==> src/rtl/and16_share_arbiter.sv <==
// Two-requester round-robin front end for one shared 16-bit AND chip.
// A single-entry result register is tagged with the id of the requester that owns the result.

module and_16bit_chip (
    input  logic [15:0] a_i,
    input  logic [15:0] b_i,
    output logic [15:0] y_o
);
    assign y_o = a_i & b_i;
endmodule

// Handshake: a pair moves on the rising edge where reqN_valid && reqN_ready.
// A result moves on the rising edge where rsp_valid && rsp_ready.
// A requester holds valid, a and b stable until its pair is accepted.
module and16_share_arbiter #(
    parameter int WIDTH = 16,
    parameter int CNT_W = 8
) (
    input  logic             clk,
    input  logic             reset,
    input  logic             req0_valid,
    input  logic [WIDTH-1:0] req0_a,
    input  logic [WIDTH-1:0] req0_b,
    output logic             req0_ready,
    input  logic             req1_valid,
    input  logic [WIDTH-1:0] req1_a,
    input  logic [WIDTH-1:0] req1_b,
    output logic             req1_ready,
    output logic             rsp_valid,
    output logic [WIDTH-1:0] rsp_data,
    output logic             rsp_id,
    input  logic             rsp_ready,
    output logic [CNT_W-1:0] served0_cnt,
    output logic [CNT_W-1:0] served1_cnt
);
    typedef enum logic {EMPTY = 1'b0, FULL = 1'b1} state_t;

    state_t             state_q, state_d;
    logic               last_grant_q, last_grant_d;
    logic [WIDTH-1:0]   rsp_data_q, rsp_data_d;
    logic               rsp_id_q, rsp_id_d;
    logic [CNT_W-1:0]   served0_q, served0_d;
    logic [CNT_W-1:0]   served1_q, served1_d;

    logic               slot_free;
    logic               grant0, grant1;
    logic [WIDTH-1:0]   chip_a, chip_b, chip_y;

    // Readies are forced low while reset is held so nothing is accepted during reset.
    always_comb begin
        slot_free = (state_q == EMPTY) || rsp_ready;
        grant0    = 1'b0;
        grant1    = 1'b0;
        if (!reset && slot_free) begin
            if (req0_valid && req1_valid) begin
                grant0 = last_grant_q;
                grant1 = !last_grant_q;
            end else begin
                grant0 = req0_valid;
                grant1 = req1_valid;
            end
        end
    end

    assign chip_a = grant1 ? req1_a : req0_a;
    assign chip_b = grant1 ? req1_b : req0_b;

    and_16bit_chip u_chip (
        .a_i (chip_a),
        .b_i (chip_b),
        .y_o (chip_y)
    );

    always_comb begin
        state_d      = state_q;
        last_grant_d = last_grant_q;
        rsp_data_d   = rsp_data_q;
        rsp_id_d     = rsp_id_q;
        served0_d    = served0_q;
        served1_d    = served1_q;
        if (grant0 || grant1) begin
            // A grant while FULL only happens with rsp_ready, so overwriting is a drain plus refill.
            state_d      = FULL;
            rsp_data_d   = chip_y;
            rsp_id_d     = grant1;
            last_grant_d = grant1;
            if (grant0) served0_d = served0_q + {{(CNT_W-1){1'b0}}, 1'b1};
            if (grant1) served1_d = served1_q + {{(CNT_W-1){1'b0}}, 1'b1};
        end else if (state_q == FULL && rsp_ready) begin
            state_d = EMPTY;
        end
    end

    always_ff @(posedge clk or posedge reset) begin
        if (reset) begin
            state_q      <= EMPTY;
            last_grant_q <= 1'b1;
            rsp_data_q   <= '0;
            rsp_id_q     <= 1'b0;
            served0_q    <= '0;
            served1_q    <= '0;
        end else begin
            state_q      <= state_d;
            last_grant_q <= last_grant_d;
            rsp_data_q   <= rsp_data_d;
            rsp_id_q     <= rsp_id_d;
            served0_q    <= served0_d;
            served1_q    <= served1_d;
        end
    end

    assign req0_ready  = grant0;
    assign req1_ready  = grant1;
    assign rsp_valid   = (state_q == FULL);
    assign rsp_data    = rsp_data_q;
    assign rsp_id      = rsp_id_q;
    assign served0_cnt = served0_q;
    assign served1_cnt = served1_q;
endmodule

==> config.mk <==
export PLATFORM = sky130hd
export DESIGN_NAME = and16_share_arbiter
export DESIGN_NICKNAME = d
export VERILOG_FILES = /design/src/rtl/and16_share_arbiter.sv
export SDC_FILE = /design/constraint.sdc
export NUM_CORES = 1
export LEC_CHECK = 0
export BUFFER_PORTS_ARGS = -buffer_cell sky130_fd_sc_hd__buf_4
export CELL_PAD_IN_SITES_DETAIL_PLACEMENT = 2
export CELL_PAD_IN_SITES_GLOBAL_PLACEMENT = 2
export CORE_ASPECT_RATIO = 0.9
export CORE_MARGIN = 3
export CORE_UTILIZATION = 22
export DETAILED_ROUTE_END_ITERATION = 10
export PLACE_DENSITY_LB_ADDON = 0.2
export SLEW_MARGIN = 20
export SYNTH_ARGS = -nofsm -noshare
export SYNTH_HDL_FRONTEND = slang
export SYNTH_SLANG_ARGS = --single-unit
==> constraint.sdc <==
create_clock -name clk -period 1.7 [get_ports clk]
set_input_delay 0.34 -clock clk [delete_from_list [all_inputs] [get_ports clk]]
set_output_delay 0.34 -clock clk [all_outputs]
set_load 0.05 [all_outputs]
==> key figures, run 1 <==
GRT
  – Vias in the first global route: 1797
  – Total gr overflow: 0
  – Largest net degree at the start of global routing: 20
  – Initial antenna violation count: 0
  – Total track usage: 0.142
  – First-pass GRT wire length: 9650 µm

Cells and area
  – Layout area overhead: 73.9%
  – Layout cells sized above 1: 0.620
  – Area of the multi-input gates: 855 µm²
  – Antenna Cells: 0
  – Layout Nets: 354
  – Storage element area: 881 µm²
  – FILL cells: between 700 and 800
  – Util after Layout: 0.408

Power
  – Net Sw Frac: 0.455
  – Combinational fraction of design power: 0.518
  – Net Switching: between 1.5 and 2 mW
  – Max IR drop VDD: 382 µV
  – P_leak: 1.45 nW
  – Clock power frac: 0.157
  – Sequential power share: 0.326
  – Total power: 4.15 mW
  – Int Power: 2.27 mW
  – P per Cell Area: 1400 nW/µm²

Floorplan
  – Die X-Extent: roughly 100 µm
  – Core ar.: about 7300 µm²
  – Ports: roughly 110
  – Row count: 29
  – Die H: 89.7 µm
  – Die Area: 8880 µm²
  – Initial cell density of the core: 0.235

Placed design
  – Final HPWL DP: 4930 µm
  – RePlAce Congestion: 0.749
  – Place WS: -0.0513 ns
  – Port-buffer cells: 104

Worst setup path
  – Worst Setup Start Kind: flip-flop
  – Crit Path Max Fanout: 4
  – Critical path capture point type: primary output
  – Worst EP required: 1.36 ns
  – Worst endpoint data arrival time: 1.64 ns
  – FF-to-FF setup slack: -0.06 ns
  – CP Class: flip-flop to primary output

Logic synthesis
  – Cells after Synth: around 160
  – Async S/R FF share, synth: 1.00
  – Mux contribution to synthesized area: 0.00658
  – Xor/xnor share of the synthesized area: 0.0716
  – Synthesized flop and latch total: 35
  – Post-synthesis compound-gate area fraction: 0.216
  – Avg Inst Size Synth: 10.8 µm²
  – Largest family of logic cells by synthesized area: compound AO/OA/AOI/OAI gates
  – Simple-gate portion of the synthesized area: 0.146
  – Synthesized area: 1710 µm²
  – Warnings, synthesis: 0
  – Post-synth EDFFs: 0
  – Commonest cells post-synth: 34 x dfrtp_1, 23 x nand2_1, 17 x a21oi_1
  – Most instantiated library cell after synthesis: dfrtp_1
  – Dominant cells by area after synthesis: dfrtp_1 50%, a31o_2 8.2%, a22oi_1 7.0%, xnor2_1 5.1%, nand2_1 5.0%
  – Post-Syn Nets: 229
  – Top-area cell type share of the netlist area: 0.497
  – Post-synthesis sequential area ratio: 0.512
  – Largest area contributor in the netlist: dfrtp_1
  – Adder-cell area share of the yosys netlist: 0.0146
  – Post-synth cell types: 30
  – Main synth FF type: dfrtp_1

Timing
  – Final hold slack: 0.236 ns
  – Max Slew Vio Count: 0
  – Worst slew pin tran: 0.449 ns
  – Final critical-path required period: 1.98 ns
  – Crit share post-route: 1.16
  – Final hold violation count: 0
  – Setup Viol. Count Final: 12
  – Worst rel slew slack: 0.700
  – Unrepaired setup endpoints after global routing: yes
  – Fmax: 505 MHz
  – Final worst slack: -0.279 ns
  – Clock Skew: 0.00227 ns

Flow run
  – Maxcap violations: 0

Clocking
  – Num CTS Buffers: 5
  – TritonCTS clock tree: yes
  – Skew-Pair Late Insertion Delay: 0.28 ns
  – Clk buf depth: 2
  – Clock root cell: clkbuf_8
  – Worst-path clk slew: 0.07 ns
  – Num Clock Sinks: 35
  – H-tree depth: 2

Route
  – Final wirelength: 6290 µm
  – 1st-iter DRT viols: 32
  – DRT Pass-1 Iters: 4
  – DR vias: about 1800
  – Wire per inst: 16.7 µm
  – Drt drc: 0
  – DRT antenna net count: 0
  – Vias per cell: 4.67

Worst hold path
  – Worst hold path class: input port to asynchronous set/reset pin

Outcome
  – Status: finished, violations left
  – Violated checks: negative setup slack
[power groups by stage]
stage,sequential [mW],combinational (mW),clock (mW)
final,1.35,2.15,0.651
after global routing,1.39,2.28,0.724
after CTS,1.34,2.14,0.682
after detailed placement,1.35,2.11,0
after global placement,1.34,2.07,0
after floorplan,2.16,0.497,0
[kinds of logic (layout without fill, tap and decap cells)]
group / after synthesis / count (layout)
fa+ha+maj: 2 / 2
flops: 35 / 35
xor+xnor: 14 / 14
simple gates: 44 / 44
compound gates: 52 / 52
mux: 1 / 1
buf+inv: 10 / 136
[through the flow]
stage	std cells	area, µm²	TNS [ns]
after CTS	375	2910	-0.401
after detailed placement	365	2770	-0.208
after global routing	377	2980	-1.82
final	377	2980	-0.833
after global placement	365	2770	-0.0788
after floorplan	158	1750	-1.11
[layout make-up]
type,count,area share
clock buffer,8,0.0336
tap,93,0.0391
multi-input combinational,113,0.287
sequential,35,0.296
timing repair buffer,126,0.340
inverter,2,0.00378
[routing by layer]
metal / global-route usage / routed length, µm
met5: 0 / 0
met1: 0.194 / 2740
met2: 0.212 / 2860
met3: 0.0502 / 613
met4: 0.0447 / 82
[path summary, 6_finish.rpt]
| kind | cells after the start | start | end |
|---|---|---|---|
| setup / recovery | 4 | last_grant_q | req0_ready |
| hold / removal | 3 | reset | rsp_data[13] |
| setup reg to reg | 6 | last_grant_q | rsp_data[6] |
| hold reg to reg | 1 | served0_cnt[7] | served0_cnt[7] |
| max in group asynchronous | 4 | reset | rsp_data[7] |
| min in group clk | 2 | req0_valid | last_grant_q |
[cells in the final DEF, fill, tap and decap left out, drive strengths merged]
cell	instances
clkinvlp	1
buf	126
or3	1
xnor2	10
nor2b	2
mux2	1
nand2	23
clkbuf	8
a31o	16
a22oi	16
or4b	1
nand3	3
a21o	1
nor3b	2
nor2	1
nand4	5
nor3	1
a21boi	1
nor4	1
dfrtp	34
inv	1
xor2	4
ha	2
a21oi	17
and3	4
dfstp	1
a31oi	1
[critical path: stages, from the launching register on]
cell,delay (ns)
dfstp_2,0.54
nor2b_2,0.04
or4b_4,0.52
clkinvlp_4,0.11
buf_8,0.14
[sequential cells by signal, indices dropped and copies added, names as in the netlist]
signal        flops
last_grant_q      1
rsp_data         16
rsp_id            1
rsp_valid         1
served0_cnt       8
served1_cnt       8
[what timing repair did]
action                                  in CTS  in global routing
pin swaps                                    2                  4
endpoints found under the setup margin       9                 21
resized for setup                            6                 11
hold buffers                                 0                  0
buffers inserted                             2                  2
Note: power is estimated with default switching activity, not from simulation.
==> inputs of run 2 (changes only) <==
--- a/config.mk
+++ b/config.mk
@@ -5,12 +5,14 @@
 export SDC_FILE = /design/constraint.sdc
 export NUM_CORES = 1
 export LEC_CHECK = 0
+export ABC_AREA = 1
 export BUFFER_PORTS_ARGS = -buffer_cell sky130_fd_sc_hd__buf_4
 export CELL_PAD_IN_SITES_DETAIL_PLACEMENT = 2
 export CELL_PAD_IN_SITES_GLOBAL_PLACEMENT = 2
 export CORE_ASPECT_RATIO = 0.9
 export CORE_MARGIN = 3
 export CORE_UTILIZATION = 22
+export CTS_BUF_LIST = sky130_fd_sc_hd__clkbuf_8
 export DETAILED_ROUTE_END_ITERATION = 10
 export PLACE_DENSITY_LB_ADDON = 0.2
 export SLEW_MARGIN = 20
==> key figures, run 2 <==
Clocking
  – Num Clock Sinks: 35
  – Worst-path clk slew: 0.07 ns
  – Cts hold-fix bufs: 0
  – Skew-Pair Late Insertion Delay: 0.29 ns
  – Clk buf depth: 2
  – H-tree depth: 2
  – Num CTS Buffers: 5
  – TritonCTS clock tree: yes
  – Clock root cell: clkbuf_8

Timing
  – Fmax: around 590 MHz
  – Clock Skew: 0.00968 ns
  – Worst slew pin tran: 0.279 ns
  – Max Slew Vio Count: 0
  – Final hold violation count: 0
  – Worst rel slew slack: 0.814
  – Setup Viol. Count Final: 1
  – Final critical-path required period: 1.70 ns
  – Crit share post-route: 1.00
  – Unrepaired setup endpoints after global routing: yes
  – Final worst slack: -0.0000161 ns

GRT
  – Met1 global-route usage: 0.167
  – Initial antenna violation count: 0
  – GRT met2 Usage: 0.248
  – Most used routing layer: met2
  – Largest net degree at the start of global routing: 21
  – Vias in the first global route: 2609
  – Total track usage: 0.139
  – Total gr overflow: 0
  – Met3 Use GR: 0.0474
  – First-pass GRT wire length: approximately 13000 µm

Route
  – DRT antenna net count: 0
  – Wire per inst: 13.5 µm
  – DRT Pass-1 Iters: 4
  – DR vias: 2459
  – Drt drc: 0
  – Vias per cell: 4.34
  – Final wirelength: 7640 µm
  – 1st-iter DRT viols: 69

Worst setup path
  – FF-to-FF path depth: 8
  – R2R Path End: rsp_data[9]
  – Worst Setup Start Kind: flip-flop
  – Worst endpoint data arrival time: ~1.4 ns
  – FF-to-FF Start: last_grant_q
  – Crit Path Max Fanout: 2
  – Worst EP required: 1.36 ns
  – Critical path capture point type: primary output
  – FF-to-FF setup slack: 0.09 ns
  – CP Class: flip-flop to primary output

Cells and area
  – Max FFs per register: 16
  – Commonest non-fill, non-tap cells in the layout: 155 x nand2_1, 117 x buf_4, 55 x inv_1, 41 x nand3_1, 33 x dfrtp_1
  – Layout cells sized above 1: 0.308
  – Post-route insts no fill: 567
  – Layout Nets: ~520
  – Util after Layout: 0.351
  – Commonest non-fill, non-tap cell in the layout: nand2_1
  – FILL cells: 1138
  – Antenna Cells: 0
  – Layout area overhead: 50.3%

Floorplan
  – Core ar.: 9370 µm²
  – Die X-Extent: 111 µm
  – Die H: 101 µm
  – Row count: 33
  – Die Area: 11200 µm²
  – Ports: 105
  – Initial cell density of the core: 0.233

Logic synthesis
  – Synthesized flop and latch total: 35
  – Cells after Synth: 327
  – Commonest cells post-synth: 155 x nand2_1, 54 x inv_1, 41 x nand3_1
  – Top-area cell type share of the netlist area: 0.389
  – Async S/R FF share, synth: 1.00
  – Warnings, synthesis: 0
  – Most instantiated library cell after synthesis: nand2_1
  – Post-Syn Nets: 398
  – Post-synthesis sequential area ratio: 0.401
  – Dominant cells by area after synthesis: dfrtp_1 39%, nand2_1 27%, nand3_1 9.4%, inv_1 9.3%, xor2_1 2.0%
  – Largest area contributor in the netlist: dfrtp_1
  – Main synth FF type: dfrtp_1
  – Post-synth cell types: 21
  – Post-synth EDFFs: 0
  – Avg Inst Size Synth: 6.68 µm²
  – Synthesized area: 2190 µm²

Power
  – P_leak: about 2.1 nW
  – Max IR drop VDD: 587 µV
  – P per Cell Area: 1230 nW/µm²

Placed design
  – RePlAce Congestion: 0.724
  – # placed instances: around 560
  – Final HPWL DP: slightly above 6000 µm
  – Port-buffer cells: 104

Worst hold path
  – Worst hold path class: input port to asynchronous set/reset pin

Outcome
  – Status: finished, violations left
  – Violated checks: negative setup slack

Flow run
  – Maxcap violations: 0
## run 2: cell count changes in the layout (fill, tap and decap cells not counted), sizes merged, moves of 4 or more
cell / previous run / this run
xnor2: 10 / 2
a31o: 16 / 0
nand2: 23 / 158
and3: 4 / 0
buf: 126 / 119
a22oi: 16 / 0
inv: 1 / 57
nand3: 3 / 41
o21ai: 0 / 6
a21oi: 17 / 2
## run 2: metrics by stage
stage	area [µm²]	setup TNS, ns	total power [mW]	hold slack (ns)	worst slack [ns]
2_1_floorplan	2190	0	2.62	0.494	0.0236
3_3_place_gp	3140	0	3.33	0.413	0.246
3_5_place_dp	3140	0	3.40	0.454	0.159
4_1_cts	3270	-0.0262	4.11	0.130	-0.0262
5_1_grt	3290	-0.0954	4.34	0.148	-0.0663
6_report	3290	-0.0000161	4.04	0.132	-0.0000161
## run 2: power breakdown
group / total (mW) / internal [mW] / switching [mW] / leakage, nW
clock network: 0.675 / 0.364 / 0.311 / 0.0557
logic: 2.03 / 0.665 / 1.37 / 1.55
registers: 1.34 / 1.06 / 0.272 / 0.453
total: 4.04 / 2.09 / 1.95 / 2.06
## run 2: worst max-delay path: stages (launching register included)
cell,delay (ns)
dfstp_2,0.57
inv_2,0.05
a21boi_2,0.17
nand2_4,0.08
inv_4,0.07
buf_8,0.14
## run 2: timing repair
action,CTS,global route
resized for setup,4,2
endpoints found under the hold margin,0,0
pin swaps,2,2
setup endpoints to repair,2,4
buffers inserted,1,2
## run 2: cell families (layout without fill, tap and decap cells)
group	count (synthesis)	after routing	share of synthesized area
AO/OA/AOI/OAI	9	9	0.0321
XOR/XNOR	7	7	0.0280
adder cells (fa/ha/maj)	2	2	0.0114
buffers and inverters	66	184	0.128
flip-flops	35	35	0.401
AND/OR/NAND/NOR	208	208	0.399
## run 2: cell type report
cell class | count | area (µm²) | share of cell area
multi-input combinational | 226 | 1030 | 0.314
sequential | 35 | 878 | 0.267
clock buffer | 7 | 96.3 | 0.0293
inverter | 57 | 218 | 0.0663
timing repair buffer | 119 | 905 | 0.275
tap | 122 | 153 | 0.0465
clock inverter | 1 | 3.75 | 0.00114
## run 2: how the worst max path moves through the flow
stage / startpoint / to
after CTS: last_grant_q / req0_ready
after floorplan: rsp_valid / req0_ready
after global routing: last_grant_q / req0_ready
after detailed placement: last_grant_q / rsp_data[9]
after global placement: last_grant_q / req0_ready
final: last_grant_q / req0_ready
## run 2: routing by layer
metal	vias up	wire length [µm]	share of wire
met5	-	0	0
met4	0	35	0.0046
met3	4	539	0.071
met2	59	3930	0.51
met1	1184	3130	0.41
li1	1212	-	-
==> inputs of run 3 (changes only) <==
--- a/config.mk
+++ b/config.mk
@@ -13,8 +13,10 @@
 export CORE_MARGIN = 3
 export CORE_UTILIZATION = 22
 export CTS_BUF_LIST = sky130_fd_sc_hd__clkbuf_8
+export CTS_CLUSTER_SIZE = 30
 export DETAILED_ROUTE_END_ITERATION = 10
 export PLACE_DENSITY_LB_ADDON = 0.2
+export RECOVER_POWER = 100
 export SLEW_MARGIN = 20
 export SYNTH_ARGS = -nofsm -noshare
 export SYNTH_HDL_FRONTEND = slang
==> key figures, run 3 (synthesis results as in run 2) <==
Power
  – P_leak: 1.99 nW
  – P per Cell Area: approximately 1200 nW/µm²
  – Max IR drop VDD: 552 µV

Placed design
  – Port-buffer cells: 104
  – Placed cell area: 3140 µm²
  – Place WS: 0.159 ns
  – # placed instances: about 560
  – RePlAce Congestion: 0.724
  – Final HPWL DP: 6160 µm

Timing
  – Final hold slack: 0.366 ns
  – Fmax: 588 MHz
  – Max Slew Vio Count: 0
  – Final critical-path required period: between 1.5 and 2 ns
  – Unrepaired setup endpoints after global routing: yes
  – Final hold violation count: 0
  – Setup Viol. Count Final: 0
  – Crit share post-route: 1.00
  – Clock Skew: 0.00911 ns
  – Worst rel slew slack: 0.222
  – Final worst slack: 0.000258 ns
  – Worst slew pin tran: 1.17 ns
  – Setup TNS: 0 ns

Clocking
  – Clk buf depth: 2
  – Num CTS Buffers: 5
  – Worst-path clk slew: ~0.070 ns
  – Skew-Pair Late Insertion Delay: ~0.3 ns
  – H-tree depth: 2
  – Num Clock Sinks: 35
  – Clock root cell: clkbuf_8
  – TritonCTS clock tree: yes

GRT
  – First-pass GRT wire length: 12700 µm
  – Total gr overflow: 0
  – Initial antenna violation count: 0
  – Largest net degree at the start of global routing: 21
  – Total track usage: 0.139
  – Vias in the first global route: 2609

Cells and area
  – Final Instance Area: ~3200 µm²
  – Layout area overhead: 46.6%
  – Layout cells sized above 1: 0.274
  – Max FFs per register: 16
  – Commonest non-fill, non-tap cells in the layout: 155 x nand2_1, 92 x buf_4, 55 x inv_1, 41 x nand3_1, 33 x dfrtp_1
  – FILL cells: approximately 1200
  – Layout Nets: 515
  – Antenna Cells: 0
  – Post-route insts no fill: 567
  – Commonest non-fill, non-tap cell in the layout: nand2_1

Worst setup path
  – Worst Setup Start Kind: flip-flop
  – Crit Path Max Fanout: 2
  – CP top delay family: flip-flops
  – Critical path capture point type: primary output
  – Worst path bufs/invs: 3
  – Slowest CP cell: dfstp_2
  – Slowest stage delay, CP: 0.57 ns
  – Worst endpoint data arrival time: 1.36 ns
  – CP Class: flip-flop to primary output
  – Worst EP required: 1.36 ns
  – Cell-by-cell trace of the critical path: inv_2, a21boi_2, nand2_4, inv_4, buf_8

Route
  – Vias per cell: 4.34
  – DRT Pass-1 Iters: 4
  – Wire per inst: 13.4 µm
  – Final wirelength: 7620 µm
  – DR vias: around 2500
  – 1st-iter DRT viols: 61
  – DRT antenna net count: 0
  – Drt drc: 0

Floorplan
  – Core ar.: 9370 µm²
  – Initial cell density of the core: 0.233
  – Row count: 33
  – Ports: roughly 110
  – Die H: 101 µm
  – Die Area: 11200 µm²
  – Die X-Extent: 111 µm

Flow run
  – Maxcap violations: 0

Worst hold path
  – Worst hold path class: input port to asynchronous set/reset pin

Outcome
  – Status: finished, final reports clean
run 3: power by group:
part	total [mW]	internal, mW	switching [mW]
clock	0.678	0.364	0.314
sequential	1.34	1.06	0.272
combinational	1.93	0.566	1.36
total	3.94	1.99	1.95
run 3: repair_timing:
action / CTS / global route
buffers inserted: 1 / 2
pin swaps: 2 / 2
cloned: 0 / 0
setup endpoints to repair: 2 / 4
hold buffers: 0 / 0
gates resized for setup: 4 / 2
run 3: worst register-to-register path, cell delays in order (launching register included):
cell and delay, ns:
dfstp_2 0.57, inv_2 0.05, a21boi_2 0.17, nand2_4 0.08
buf_4 0.14, buf_4 0.20, nand2_4 0.19, nand2_1 0.09
nand2_1 0.06
run 3: area by class of cell:
class	count	area, µm²	share of cell area
repair buffers	119	823	0.257
inverters	57	218	0.0679
clock inverters	1	3.75	0.00117
multi-input cells	226	1030	0.322
well taps	122	153	0.0476
flip-flops and latches	35	878	0.274
clock buffers	7	96.3	0.0301
run 3: metrics by stage:
stage	util	total power, mW
final	0.342	3.94
after CTS	0.348	4.11
after floorplan	-	2.62
after detailed placement	0.335	3.40
after global routing	0.342	4.24
after global placement	0.335	3.33
run 3: worst paths after layout:
| kind | cells past startpoint | from | to | slack, ns |
|---|---|---|---|---|
| worst max-delay path | 5 | last_grant_q | req0_ready | 0.0003 |
| worst min-delay path | 3 | reset | rsp_data[5] | 0.37 |
| worst max register to register | 8 | last_grant_q | rsp_data[9] | 0.09 |
| worst min register to register | 2 | rsp_id | rsp_id | 0.51 |
| max in group asynchronous | 3 | reset | rsp_valid | 0.43 |
| min in group clk | 4 | rsp_ready | rsp_valid | 0.37 |
run 3: routing by layer:
metal	wire (µm)	track usage	part of all wire
met5	0	0	0
met4	36	0.0225	0.0047
met3	546	0.0474	0.072
met2	3890	0.248	0.51
met1	3140	0.167	0.41
